<file path="src/rtl/hazard_unit_pkg.sv">
// Shared encodings and the scoreboard entry layout for the pipeline interlock unit.
package hazard_unit_pkg;

   localparam int SB_REG_W = 5;

   localparam logic [2:0] INST_NORMAL = 3'd0;
   localparam logic [2:0] INST_JR     = 3'd1;
   localparam logic [2:0] INST_LW     = 3'd2;
   localparam logic [2:0] INST_J_TYPE = 3'd3;
   localparam logic [2:0] INST_BEQ    = 3'd4;

   localparam logic [1:0] FWD_REG = 2'b00;
   localparam logic [1:0] FWD_MEM = 2'b01;
   localparam logic [1:0] FWD_WB  = 2'b10;

   typedef struct packed {
      logic                v;
      logic                rw;
      logic [SB_REG_W-1:0] wnum;
      logic                is_lw;
      logic                is_beq;
      logic [SB_REG_W-1:0] rs;
      logic [SB_REG_W-1:0] rt;
      logic                use_rs;
      logic                use_rt;
   } sb_entry_t;

   localparam int SB_W = $bits(sb_entry_t);

   // A producer only counts when it really writes a non-zero register.
   function automatic logic sb_hit(sb_entry_t e, logic [SB_REG_W-1:0] r);
      return e.v && e.rw && (e.wnum != {SB_REG_W{1'b0}}) && (e.wnum == r);
   endfunction

endpackage

</file>
<file path="src/rtl/hazard_sb_stage.sv">
// One shadow scoreboard entry: loads the older stage's entry, or a bubble.
module hazard_sb_stage
   import hazard_unit_pkg::*;
(
   input  logic            clk,
   input  logic            rst,
   input  logic            advance,
   input  logic            bubble,
   input  logic [SB_W-1:0] d,
   output logic [SB_W-1:0] q
);

   logic [SB_W-1:0] q_r;

   // Entry register; a bubble clears the valid bit along with everything else.
   always_ff @(posedge clk or posedge rst) begin
      if (rst) begin
         q_r <= {SB_W{1'b0}};
      end else if (advance) begin
         q_r <= bubble ? {SB_W{1'b0}} : d;
      end else begin
         q_r <= q_r;
      end
   end

   assign q = q_r;

endmodule

</file>
<file path="src/rtl/hazard_unit.sv">
// Stall/flush/forwarding control for the 5-stage core, driven by a private
// EX/MEM/WB scoreboard built from the ID-stage control bundle.
module hazard_unit
   import hazard_unit_pkg::*;
#(
   parameter int REG_W = SB_REG_W,
   parameter int CNT_W = 32
) (
   input  logic             clk,
   input  logic             rst,
   input  logic             id_valid,
   input  logic [2:0]       id_inst_type,
   input  logic             id_reg_write,
   input  logic [REG_W-1:0] id_wnum,
   input  logic [REG_W-1:0] id_rs,
   input  logic [REG_W-1:0] id_rt,
   input  logic             id_use_rs,
   input  logic             id_use_rt,
   input  logic             mem_zero,
   output logic             pc_en,
   output logic             ifid_en,
   output logic             ifid_flush,
   output logic             idex_flush,
   output logic             exmem_flush,
   output logic             beq_redirect,
   output logic [1:0]       fwd_a,
   output logic [1:0]       fwd_b,
   output logic [1:0]       fwd_jr,
   output logic [CNT_W-1:0] stall_cnt,
   output logic [CNT_W-1:0] flush_cnt
);

   sb_entry_t       id_ent_s, ex_s, mem_s, wb_s;
   logic [SB_W-1:0] ex_vec_s, mem_vec_s, wb_vec_s;
   logic            beq_take_s, load_use_s, jr_wait_s, stall_s;
   logic            id_is_jr_s, id_is_j_s, j_flush_s, jr_flush_s, flush_ev_s;
   logic [1:0]      fwd_a_s, fwd_b_s, fwd_jr_s;
   logic [CNT_W-1:0] stall_cnt_r, flush_cnt_r;
   logic            sb_unused_s;

   // Pack the ID-stage control bundle into a scoreboard entry.
   always_comb begin
      id_ent_s        = {SB_W{1'b0}};
      id_ent_s.v      = id_valid;
      id_ent_s.rw     = id_reg_write;
      id_ent_s.wnum   = id_wnum;
      id_ent_s.is_lw  = (id_inst_type == INST_LW);
      id_ent_s.is_beq = (id_inst_type == INST_BEQ);
      id_ent_s.rs     = id_rs;
      id_ent_s.rt     = id_rt;
      id_ent_s.use_rs = id_use_rs;
      id_ent_s.use_rt = id_use_rt;
   end

   hazard_sb_stage u_sb_ex (
      .clk(clk), .rst(rst), .advance(1'b1), .bubble(stall_s || beq_take_s),
      .d(id_ent_s), .q(ex_vec_s)
   );
   hazard_sb_stage u_sb_mem (
      .clk(clk), .rst(rst), .advance(1'b1), .bubble(beq_take_s),
      .d(ex_vec_s), .q(mem_vec_s)
   );
   hazard_sb_stage u_sb_wb (
      .clk(clk), .rst(rst), .advance(1'b1), .bubble(1'b0),
      .d(mem_vec_s), .q(wb_vec_s)
   );

   assign ex_s  = sb_entry_t'(ex_vec_s);
   assign mem_s = sb_entry_t'(mem_vec_s);
   assign wb_s  = sb_entry_t'(wb_vec_s);

   // Interlock decisions; a taken BEQ in MEM overrides anything younger.
   always_comb begin
      id_is_jr_s = (id_inst_type == INST_JR);
      id_is_j_s  = (id_inst_type == INST_J_TYPE);
      beq_take_s = mem_s.v && mem_s.is_beq && mem_zero;
      load_use_s = ex_s.is_lw &&
                   ((id_use_rs && sb_hit(ex_s, id_rs)) || (id_use_rt && sb_hit(ex_s, id_rt)));
      jr_wait_s  = id_is_jr_s &&
                   (sb_hit(ex_s, id_rs) || (sb_hit(mem_s, id_rs) && mem_s.is_lw));
      stall_s    = id_valid && (load_use_s || jr_wait_s) && !beq_take_s;
      j_flush_s  = id_valid && id_is_j_s && !beq_take_s;
      jr_flush_s = id_valid && id_is_jr_s && !stall_s && !beq_take_s;
      flush_ev_s = beq_take_s || j_flush_s || jr_flush_s;
   end

   // Operand forwarding into EX and the JR target bypass into ID.
   always_comb begin
      fwd_a_s  = FWD_REG;
      fwd_b_s  = FWD_REG;
      fwd_jr_s = FWD_REG;
      if (!ex_s.v) begin
         fwd_a_s = FWD_REG;
         fwd_b_s = FWD_REG;
      end else begin
         if (sb_hit(mem_s, ex_s.rs))     fwd_a_s = FWD_MEM;
         else if (sb_hit(wb_s, ex_s.rs)) fwd_a_s = FWD_WB;
         else                            fwd_a_s = FWD_REG;
         if (sb_hit(mem_s, ex_s.rt))     fwd_b_s = FWD_MEM;
         else if (sb_hit(wb_s, ex_s.rt)) fwd_b_s = FWD_WB;
         else                            fwd_b_s = FWD_REG;
      end
      // A load in MEM has no data yet, so it can only feed JR from WB.
      if (sb_hit(mem_s, id_rs) && !mem_s.is_lw) fwd_jr_s = FWD_MEM;
      else if (sb_hit(wb_s, id_rs))             fwd_jr_s = FWD_WB;
      else                                      fwd_jr_s = FWD_REG;
   end

   // Performance counters, wrapping naturally at full width.
   always_ff @(posedge clk or posedge rst) begin
      if (rst) begin
         stall_cnt_r <= {CNT_W{1'b0}};
         flush_cnt_r <= {CNT_W{1'b0}};
      end else begin
         if (stall_s) stall_cnt_r <= stall_cnt_r + {{(CNT_W-1){1'b0}}, 1'b1};
         else         stall_cnt_r <= stall_cnt_r;
         if (flush_ev_s) flush_cnt_r <= flush_cnt_r + {{(CNT_W-1){1'b0}}, 1'b1};
         else            flush_cnt_r <= flush_cnt_r;
      end
   end

   assign pc_en        = !stall_s;
   assign ifid_en      = !stall_s;
   assign ifid_flush   = flush_ev_s;
   assign idex_flush   = stall_s || beq_take_s;
   assign exmem_flush  = beq_take_s;
   assign beq_redirect = beq_take_s;
   assign fwd_a        = fwd_a_s;
   assign fwd_b        = fwd_b_s;
   assign fwd_jr       = fwd_jr_s;
   assign stall_cnt    = stall_cnt_r;
   assign flush_cnt    = flush_cnt_r;

   assign sb_unused_s = ^{ex_s.is_beq, ex_s.use_rs, ex_s.use_rt,
                          mem_s.rs, mem_s.rt, mem_s.use_rs, mem_s.use_rt,
                          wb_s.is_lw, wb_s.is_beq, wb_s.rs, wb_s.rt, wb_s.use_rs, wb_s.use_rt};

endmodule

</file>
<file path="config.mk">
export PLATFORM = sky130hd
export DESIGN_NAME = hazard_unit
export DESIGN_NICKNAME = d
export VERILOG_FILES = /design/src/rtl/hazard_unit_pkg.sv /design/src/rtl/hazard_sb_stage.sv /design/src/rtl/hazard_unit.sv
export SDC_FILE = /design/constraint.sdc
export NUM_CORES = 1
export LEC_CHECK = 0
export CELL_PAD_IN_SITES_DETAIL_PLACEMENT = 1
export CELL_PAD_IN_SITES_GLOBAL_PLACEMENT = 1
export CORE_MARGIN = 1.5
export CORE_UTILIZATION = 47
export DETAILED_ROUTE_END_ITERATION = 16
export MAX_ROUTING_LAYER = met4
export PLACE_DENSITY_LB_ADDON = 0.1
export SLEW_MARGIN = 0
export SYNTH_ARGS = -nofsm -noshare
export SYNTH_HDL_FRONTEND = slang
export SYNTH_HIERARCHICAL = 1
export SYNTH_SLANG_ARGS = --single-unit
</file>
<file path="constraint.sdc">
create_clock -name clk -period 4.8 [get_ports clk]
set_clock_uncertainty 0.05 [all_clocks]
set_input_delay 1.2 -clock clk [delete_from_list [all_inputs] [get_ports clk]]
set_output_delay 1.2 -clock clk [all_outputs]
set_load 0.02 [all_outputs]
</file>
==> out/metrics.cfg <==
[sta]
setup_viol = 0
rsz0062_at_grt = false
max_freq_mhz = 212
setup_tns_ns = 0
finalCritPeriodShare_pct = 98.4
maxSlewViolCount = 0
timing.max_slew.rel_slack_pct = 48.2
hold_violations = 0
min_period_ns = 4.72
tightest_slew_ns = 0.776
setup_ws_ns = 0.0752

[clock_network]
cts-root-buf = clkbuf_8
cts.sinks = 99
htreeDepth = 3
clkSlewWorstSetupHoldPaths_ns = 0.10
cts_tree = yes
numCtsBuffers = 9
clkLatencyLatePin_ns = 0.36
cts_buffer_depth = 2

[place]
place_inst = 669
port_buffers = 100
hpwl_um = 9270
post-place-ws_ns = -0.00749
place_area_sq_um = 6110
gp_congestion = 0.866

[synthesis]
synth_area_per_cell_sq_um = 11.6
synthCells = 435
yosysWarnings = 6
synth_area_sq_um = 5030

[pwr]
power_leakage_nw = 2.76
irDropWorstVdd_v = 0.000169
power_density_nw_per_um2 = 283

[layout]
final_common_cell = dfrtp_1
final_util_pct = 60.8
multi_input_area_sq_um = 2330
antenna_cells = 0
final_area_sq_um = 6300
final_cell_count_no_fill = 685
nNetsFinal = 571
area_growth_syn_to_layout_pct = 25.3
fillCellCount = 1130
register_area_sq_um = 2480
drive_above_1_share_pct = 14.6
layout_common_cells = dfrtp_1 (99), clkdlybuf4s50_1 (96), xnor2_1 (68)

[global_routing]
first_global_vias = 3958
track_usage_pct = 24.1
antenna_found_initial = 0
grt_max_degree = 37
grt_pass1_wl_um = 20700
grt-ovfl-total = 0

[routing]
drc = 0
drt_iter0_drc = 151
wl_per_cell_um = 18.0
routed_wl_um = 12300
first_pass_iters = 4
via_per_inst = 5.47
final_antenna_net_count = 0
vias = 3749

[floorplan]
io_pins = 101
die_w_um = 106
initial_utilization_pct = 48.5
core_sq_um = 10400
row_count = 37
dieArea_sq_um = 11300
dieHeight_um = 106

[flow_run]
cap_violations = 0

[status]
outcome = finished clean

[worst_setup_path]
crit_type = input port to output port
cp.required_ns = 3.55
start_kind = input port
end_kind = output port
crit_fanout = 3
cp.arrival_ns = 3.47

[hold_path]
hp-class = register to register

[where the power goes]
part / total [mW] / switching [mW] / leakage, nW / internal, mW
clock network: 0.513 / 0.292 / 0.0932 / 0.221
registers: 0.974 / 0.0874 / 1.32 / 0.886
logic: 0.295 / 0.140 / 1.35 / 0.155
total: 1.78 / 0.519 / 2.76 / 1.26
[layer usage]
| layer | GRT usage, % | vias up | part of all wire [%] |
|---|---|---|---|
| li1 | - | 1725 | - |
| met1 | 31.0 | 1927 | 45 |
| met2 | 39.7 | 83 | 50 |
| met3 | 4.41 | 14 | 3.1 |
| met4 | 5.52 | 0 | 1.3 |
| met5 | - | - | 0 |
[final cells by class]
cell class              instances  area share [%]
inverters                      12           0.715
clock buffers                  12            2.46
well taps                     136            2.70
clock inverters                 4           0.536
flip-flops and latches         99            39.3
multi-input cells             310            37.0
repair buffers                112            17.2
[sequential cells by signal, indices dropped and copies added (netlist names)]
| signal | cells |
|---|---|
| u_sb_wb/q | 7 |
| stall_cnt | 32 |
| flush_cnt | 32 |
| u_sb_mem/q | 9 |
| u_sb_ex/q | 19 |
[critical path: stages]
cell and delay [ns]:
clkdlybuf4s50_1 0.47, buf_4 0.18, xor2_1 0.14, nor3_1 0.45
nand3_1 0.16, nor2_1 0.23, clkdlybuf4s50_1 0.65
[metrics by stage]
| stage | hold slack (ns) | total power, mW |
|---|---|---|
| after floorplan | 0.419 | 1.15 |
| after global placement | 0.408 | 1.27 |
| after detailed placement | 0.409 | 1.28 |
| after CTS | 0.436 | 1.80 |
| after global routing | 0.444 | 1.87 |
| final | 0.425 | 1.78 |
[worst paths after layout]
path | startpoint | to | slack [ns] | cells after the start
worst max-delay path | id_rs[2] | fwd_jr[0] | 0.08 | 7
min in group asynchronous | rst | u_sb_wb/q[14] | 1.16 | 2
worst min register to register | flush_cnt[31] | flush_cnt[31] | 0.42 | 1
worst min-delay path | flush_cnt[31] | flush_cnt[31] | 0.42 | 1
worst max register to register | u_sb_ex/q[18] | stall_cnt[16] | 1.98 | 8
max in group asynchronous | rst | flush_cnt[16] | 2.45 | 3
[timing repair]
action                     4_1_cts  5_1_grt
resized for setup                6        0
setup endpoints to repair        4        0
setup buffers                    0        0
hold endpoints to repair         0        0
hold buffers                     0        0
Note: power is estimated with default switching activity, not from simulation.
